File: config.mk
export PLATFORM = sky130hd
export DESIGN_NAME = nvram_seq_gen
export DESIGN_NICKNAME = d
export VERILOG_FILES = /design/src/rtl/nvram_seq_gen.sv
export SDC_FILE = /design/constraint.sdc
export NUM_CORES = 1
export LEC_CHECK = 0
export CAP_MARGIN = 15
export CORE_MARGIN = 5
export CORE_UTILIZATION = 51
export DETAILED_ROUTE_END_ITERATION = 16
export PLACE_DENSITY_LB_ADDON = 0.3
export SETUP_SLACK_MARGIN = 0.2
export SLEW_MARGIN = 20
export SYNTH_ARGS = -nofsm -noshare
export SYNTH_HDL_FRONTEND = slang
export SYNTH_SLANG_ARGS = --single-unit
File: constraint.sdc
create_clock -name Clk -period 2.4 [get_ports Clk]
set_input_delay 0.48 -clock Clk [delete_from_list [all_inputs] [get_ports Clk]]
set_output_delay 0.48 -clock Clk [all_outputs]
set_load 0.02 [all_outputs]
File: src/rtl/nvram_seq_gen.sv
// NVRAM memory-cycle sequence generator: programmable setup/strobe/hold
// phases, wait-state extension and busy/done/error handshake.
module nvram_seq_gen #(
    parameter int NUM_CS = 2,
    parameter int CS_W   = 1,
    parameter int CNT_W  = 3
) (
    input  logic              Clk,
    input  logic              Reset_N,
    input  logic              StartCycle,
    input  logic              ReadSeq,
    input  logic              WriteSeq,
    input  logic [CS_W-1:0]   ChipSel,
    input  logic [CNT_W-1:0]  SetupCnt,
    input  logic [CNT_W-1:0]  StrobeCnt,
    input  logic [CNT_W-1:0]  HoldCnt,
    input  logic              Extend,
    output logic [NUM_CS-1:0] CE_N,
    output logic              WE_N,
    output logic              OE_N,
    output logic              Busy,
    output logic              Done,
    output logic              Error,
    output logic [2:0]        SeqState
);

    typedef enum logic [2:0] {
        S_IDLE   = 3'd0,
        S_SETUP  = 3'd1,
        S_STROBE = 3'd2,
        S_HOLD   = 3'd3,
        S_DONE   = 3'd4
    } state_t;

    localparam logic [CS_W:0] LP_NCS = (CS_W + 1)'(NUM_CS);

    state_t            r_state;
    logic [CNT_W-1:0]  r_cnt;
    logic [CNT_W-1:0]  r_strobe_cnt;
    logic [CNT_W-1:0]  r_hold_cnt;
    logic [CS_W-1:0]   r_sel;
    logic              r_rd;
    logic              r_abort;
    logic              r_err_lock;
    logic [NUM_CS-1:0] r_ce_n;
    logic              r_we_n;
    logic              r_oe_n;
    logic              r_busy;
    logic              r_done;
    logic              r_error;

    logic w_sel_ok;
    logic w_one_seq;
    logic w_both_seq;
    logic w_illegal;
    logic w_legal;
    logic w_cnt_zero;

    assign w_sel_ok   = {1'b0, ChipSel} < LP_NCS;
    assign w_one_seq  = ReadSeq ^ WriteSeq;
    assign w_both_seq = ReadSeq & WriteSeq;
    assign w_illegal  = w_both_seq | (w_one_seq & ~w_sel_ok);
    assign w_legal    = w_one_seq & w_sel_ok;
    assign w_cnt_zero = (r_cnt == '0);

    function automatic logic [NUM_CS-1:0] ce_mask(input logic [CS_W-1:0] sel);
        logic [NUM_CS-1:0] m;
        m = '1;
        for (int i = 0; i < NUM_CS; i++) begin
            if (sel == CS_W'(i)) m[i] = 1'b0;
        end
        return m;
    endfunction

    always_ff @(posedge Clk or negedge Reset_N) begin
        if (!Reset_N) begin
            r_state      <= S_IDLE;
            r_cnt        <= '0;
            r_strobe_cnt <= '0;
            r_hold_cnt   <= '0;
            r_sel        <= '0;
            r_rd         <= 1'b0;
            r_abort      <= 1'b0;
            r_err_lock   <= 1'b0;
            r_ce_n       <= '1;
            r_we_n       <= 1'b1;
            r_oe_n       <= 1'b1;
            r_busy       <= 1'b0;
            r_done       <= 1'b0;
            r_error      <= 1'b0;
        end else begin
            r_done  <= 1'b0;
            r_error <= 1'b0;
            if (!StartCycle) r_err_lock <= 1'b0;
            unique case (r_state)
                S_IDLE: begin
                    if (StartCycle && w_illegal && !r_err_lock) begin
                        r_error    <= 1'b1;
                        r_err_lock <= 1'b1;
                    end else if (StartCycle && w_legal) begin
                        r_rd         <= ReadSeq;
                        r_sel        <= ChipSel;
                        r_strobe_cnt <= StrobeCnt;
                        r_hold_cnt   <= HoldCnt;
                        r_cnt        <= SetupCnt;
                        r_abort      <= 1'b0;
                        r_state      <= S_SETUP;
                        r_ce_n       <= ce_mask(ChipSel);
                        r_oe_n       <= ~ReadSeq;
                        r_we_n       <= 1'b1;
                        r_busy       <= 1'b1;
                    end
                end
                S_SETUP: begin
                    if (!StartCycle) begin
                        r_state <= S_IDLE;
                        r_ce_n  <= '1;
                        r_oe_n  <= 1'b1;
                        r_we_n  <= 1'b1;
                        r_busy  <= 1'b0;
                    end else if (w_cnt_zero) begin
                        r_state <= S_STROBE;
                        r_cnt   <= r_strobe_cnt;
                        r_we_n  <= r_rd;
                    end else begin
                        r_cnt <= r_cnt - 1'b1;
                    end
                end
                S_STROBE: begin
                    // Abort still runs the full hold phase to protect data hold time
                    if (!StartCycle || (w_cnt_zero && !Extend)) begin
                        r_state <= S_HOLD;
                        r_cnt   <= r_hold_cnt;
                        r_abort <= ~StartCycle;
                        r_we_n  <= 1'b1;
                        r_oe_n  <= 1'b1;
                    end else if (!w_cnt_zero) begin
                        r_cnt <= r_cnt - 1'b1;
                    end
                end
                S_HOLD: begin
                    if (!StartCycle) r_abort <= 1'b1;
                    if (w_cnt_zero) begin
                        r_ce_n <= '1;
                        r_busy <= 1'b0;
                        if (r_abort || !StartCycle) begin
                            r_state <= S_IDLE;
                        end else begin
                            r_state <= S_DONE;
                            r_done  <= 1'b1;
                        end
                    end else begin
                        r_cnt <= r_cnt - 1'b1;
                    end
                end
                S_DONE: begin
                    if (!StartCycle) r_state <= S_IDLE;
                end
                default: begin
                    r_state <= S_IDLE;
                    r_ce_n  <= '1;
                    r_we_n  <= 1'b1;
                    r_oe_n  <= 1'b1;
                    r_busy  <= 1'b0;
                end
            endcase
        end
    end

    assign CE_N     = r_ce_n;
    assign WE_N     = r_we_n;
    assign OE_N     = r_oe_n;
    assign Busy     = r_busy;
    assign Done     = r_done;
    assign Error    = r_error;
    assign SeqState = r_state;

endmodule

# Yosys cells after proc, flatten, opt, wreduce, memory -nomap -nowiden
# Cells that the tools add are included.
# totals
reg_bits	22
elab_cells	104
output_inout_bits	10
# op_classes
n_bitwise	7
eq_ne	13
addsub	1
n_mux	48
reduce_logical	22
# ops
operator	count
two-way mux 3 bit	14
two-way mux 1 bit	23
AND reduction 5 bit	4
inequality test 2 bit, second input constant	8
one-hot mux 3 bit (5 select lines)	1
one-hot mux 1 bit (4 select lines)	3
one-hot mux 3 bit (4 select lines)	1
two-way mux 2 bit	4
one-hot mux 2 bit (4 select lines)	1
equality test 3 x 2 -> 1 bit, second input constant	2
zero test 3 bit	2
AND reduction 6 bit	1
NOT 1 bit	5
logical AND 1 bit	4
AND reduction 4 bit	1
nonzero test 4 bit	1
OR reduction 2 bit	2
equality test 3 x 1 -> 1 bit, second input constant	1
equality test 3 bit, second input constant	1
zero test 1 bit	3
inequality test 3 bit, second input constant	1
one-hot mux 1 bit (3 select lines)	1
AND reduction 3 bit	1
nonzero test 3 bit	1
4 further kinds	5

# Longest topological paths before layout
# depth
word_depth	5
depth_mapped	8
mapped_depth_nobuf	7

# Worst setup path before layout
# OpenSTA, ideal clock, no wires.
# synth_path
kind	register to register
startpoint	reg r_state[2] (netlist: SeqState[2])
endpoint	reg r_hold_cnt[0]
period_less_slack_ns	1.895
path_stages_with_launch	8
arrival_time_ns	1.770
setup_time_ns	0.125
setup_slack_ns	0.505
required_ns	2.275
cell_sequence	dfrtp_1 -> buf_6 -> nor4b_4 -> nand2_1 -> a31oi_4 -> and2_4 -> buf_8 -> mux2_4
# synth_between
elab_chain_cells	2
# synth_rtl
element	line_no	text
start: declaration	37	state_t r_state;
start signal: assignment	77	r_state <= S_IDLE;
start signal: assignment	107	r_state <= S_SETUP;
start signal: assignment	116	r_state <= S_IDLE;
zero test 3 bit	95	unique case (r_state)
AND reduction 3 bit (no source line)	n/a	
end signal: assignment	104	r_hold_cnt <= HoldCnt;
end: declaration	40	logic [CNT_W-1:0] r_hold_cnt;
# Every way passes these cells.
# A chain may end at the register's enable or synchronous reset.

# Worst setup path after layout
# layout_path
startpoint	reg r_state[1] (netlist: SeqState[1])
endpoint	out SeqState[1]
# layout_lines
element	line_no	text
end: declaration	24	output logic [2:0] SeqState
# No word-level cell between the ends.

==> metrics.md <==
| Metric | Value |
|---|---|
| Normalized max-slew margin | `72.6%` |
| Die width | `62.1 µm` |
| Top_reg_cell synth | `dfrtp_1` |
| First-pass GRT wire length | `5470 µm` |
| Leak pwr | `0.743 nW` |
| Gate power share | `57.1%` |
| Antenna diodes | `0` |
| P_sw | `0.878 mW` |
| Buffers on Ports | `25` |
| Worst-Skew Late Latency | `300 ps` |
| Height of the die | `62.1 µm` |
| Worst path max stage delay | `670 ps` |
| Post-CTS setup buffers | `0` |
| Drt wl/cell | `15.6 µm` |
| # DRC | `0` |
| Row count | `19` |
| IO Count | `26` |
| Critical path's slowest cell | `clkdlybuf4s50_1` |
| Layout area overhead | `24.5%` |
| Critical path data arrival time | `1580 ps` |
| TritonCTS buffer count | `3` |
| Initial antenna violation count | `0` |
| Tightest Pin Transition | `407 ps` |
| Clk sinks | `22` |
| CP max FO | `18` |
| Worst-path cell chain | `clkdlybuf4s50_1` |
| Fmax | `0.487 GHz` |
| P_int | `1.24 mW` |
| Synth async-reset ratio | `100%` |
| Place WS | `76.8 ps` |
| Commonest non-fill, non-tap cell in the layout | `clkdlybuf4s50_1` |
| HP Class | `flip-flop to flip-flop` |
| Largest net degree at the start of global routing | `23` |
| Post-synthesis register bit count | `22` |
| Nets | `191` |
| Switch share | `41.4%` |
| Antenna-violating nets left | `0` |
| Register area share after synthesis | `40.1%` |
| Period utilisation layout | `85.6%` |
| CORE AREA | `2690 µm²` |
| Commonest non-fill, non-tap cells in the layout | `clkdlybuf4s50_1, dfrtp_1, nand2_1, a21oi_1, nor2_1` |
| Cells after synthesis | `142` |
| Setup TNS | `0 ps` |
| CTS tree | `done` |
| RSZ-0062 raised after global routing | `no` |
| DIE AREA | `3860 µm²` |
| GR Util All Layers | `16.8%` |
| Cell Count Post-Placement | `198` |
| GRT Residual Overflow | `0` |
| Share of cells above drive strength 1 | `19.3%` |
| GP Congestion | `0.849` |
| Pwr dens | `1230 nW/µm²` |
| Post-synth EDFFs | `0` |
| Post-DP Area | `1690 µm²` |
| Final Instance Area | `1730 µm²` |
| Final min period | `2060 ps` |
| # fillers | `235` |
| Setup Viol. Count Final | `0` |
| Post-Syn Area | `1390 µm²` |
| Mean number of vias per cell | `5.94` |
| Status | `finished clean` |
| Clock root buffer | `clkbuf_4` |
| CP delay by family, top | `buffers and inverters` |
| Non-filler instance count after layout | `202` |
| Worst path bufs/invs | `1` |
| Synth Warn # | `0` |
| Slew Limit Fails | `0` |
| Hold slack | `488 ps` |
| Final Util | `64.3%` |
| CTS clk-pin slew, worst paths | `130 ps` |
| Critical Path Source Type | `flip-flop` |
| Clock share of power | `8.4%` |
| Vias in the first global route | `1149` |
| WS Path Type | `flip-flop to primary output` |
| 1st-iter DRT viols | `63` |
| Final WS setup | `345 ps` |
| Synth unique cells | `47` |
| Critical path endpoint category | `primary output` |
| Max-Cap Viols | `0` |
| Peak VDD IR | `0.726 mV` |
| Syn avg cell area | `9.76 µm²` |
| Sequential share of power | `34.5%` |
| Worst Skew | `9.06 ps` |
| Fin. Hold Viols | `0` |
| Critical path required time | `1920 ps` |
| CTS max path bufs | `2` |
| Pre-antenna DRT Iters | `4` |
| H-tree Lvls | `1` |
| Post-DP HPWL | `2340 µm` |
| Initial core utilization | `51.6%` |
| Total wire length | `3150 µm` |
| Syn nets | `161` |
| Routed via count | `1199` |
| Quantity of hold-fixing buffers added after cts | `0` |
| Power, Total | `2.12 mW` |
==> layout make-up <==
cell class                      count  area (µm²)  area share (%)
Timing Repair Buffer               33         323            18.7
Multi-Input combinational cell    104         748            43.3
Inverter                            8        31.3            1.81
Tap cell                           31        38.8            2.25
Sequential cell                    22         559            32.4
Clock buffer                        4        26.3            1.52
==> synthesized netlist by cell type, types with 3 or more instances <==
master / number / share of area [%]
a21oi_1: 12 / 4.3
a31oi_1: 4 / 1.8
nand2b_1: 5 / 2.3
buf_2: 4 / 1.4
dfrtp_1: 18 / 32
o21ai_0: 5 / 1.8
nor2b_1: 6 / 2.7
nor2_1: 8 / 2.2
mux2_4: 7 / 7.6
o21ai_1: 4 / 1.4
ha_1: 3 / 2.7
dfstp_2: 4 / 7.6
nand2_1: 13 / 3.5
inv_1: 7 / 1.9
==> per-layer routing <==
| layer | track usage, % | routed length (µm) |
|---|---|---|
| met5 | 0 | 0 |
| met4 | 4.07 | 20 |
| met3 | 3.78 | 251 |
| met2 | 27.5 | 1500 |
| met1 | 22.5 | 1380 |
==> flip-flops by register name, indices dropped and copies added (netlist names), 2 cells and up <==
name          flops
SeqState          3
r_cnt             3
r_hold_cnt        3
r_strobe_cnt      3
CE_N              2
==> cell families (layout without fill, tap and decap cells) <==
logic type                 after synthesis  count (layout)  synth area share (%)
AOI/OAI and AO/OA                       45              45                  22.9
and+or+nand+nor                         48              48                  19.8
DFF                                     22              22                  40.1
muxes                                    8               8                  8.39
adders and majority gates                3               3                  2.71
buffers and inverters                   16              45                  6.14
==> power groups by stage <==
stage,sequential [mW],clock (mW),combinational (mW)
floorplan,0.706,0,0.874
global placement,0.718,0,1.17
detailed placement,0.726,0,1.20
CTS,0.724,0.185,1.20
global route,0.758,0.202,1.32
finish,0.732,0.178,1.21
==> timing repair <==
item | 4_1_cts | 5_1_grt
gates resized for setup | 2 | 2
setup endpoints to repair | 2 | 3
pin swaps | 0 | 0
==> final timing paths <==
check                                  endpoint  cells past startpoint               startpoint  slack, ps
setup / recovery                    SeqState[1]                      1  SeqState[1]$_DFFE_PN0P_        340
min in group asynchronous   r_abort$_DFFE_PN0P_                      2                  Reset_N        500
hold / removal                   Done$_DFF_PN0_                      1      r_abort$_DFFE_PN0P_        490
max in group asynchronous      WE_N$_DFFE_PN1P_                      2                  Reset_N       1620
hold reg to reg                  Done$_DFF_PN0_                      1      r_abort$_DFFE_PN0P_        490
setup reg to reg           r_cnt[1]$_DFFE_PN0P_                      7     r_cnt[0]$_DFFE_PN0P_        420
==> worst register-to-register path, delay by kind of cell (launching register included) <==
family / cells / cell delay (ps)
compound gates: 3 / 740
flops: 1 / 420
simple gates: 2 / 340
fa+ha+maj: 1 / 240
buf+inv: 1 / 150
Power figures use the tool's default switching activity.
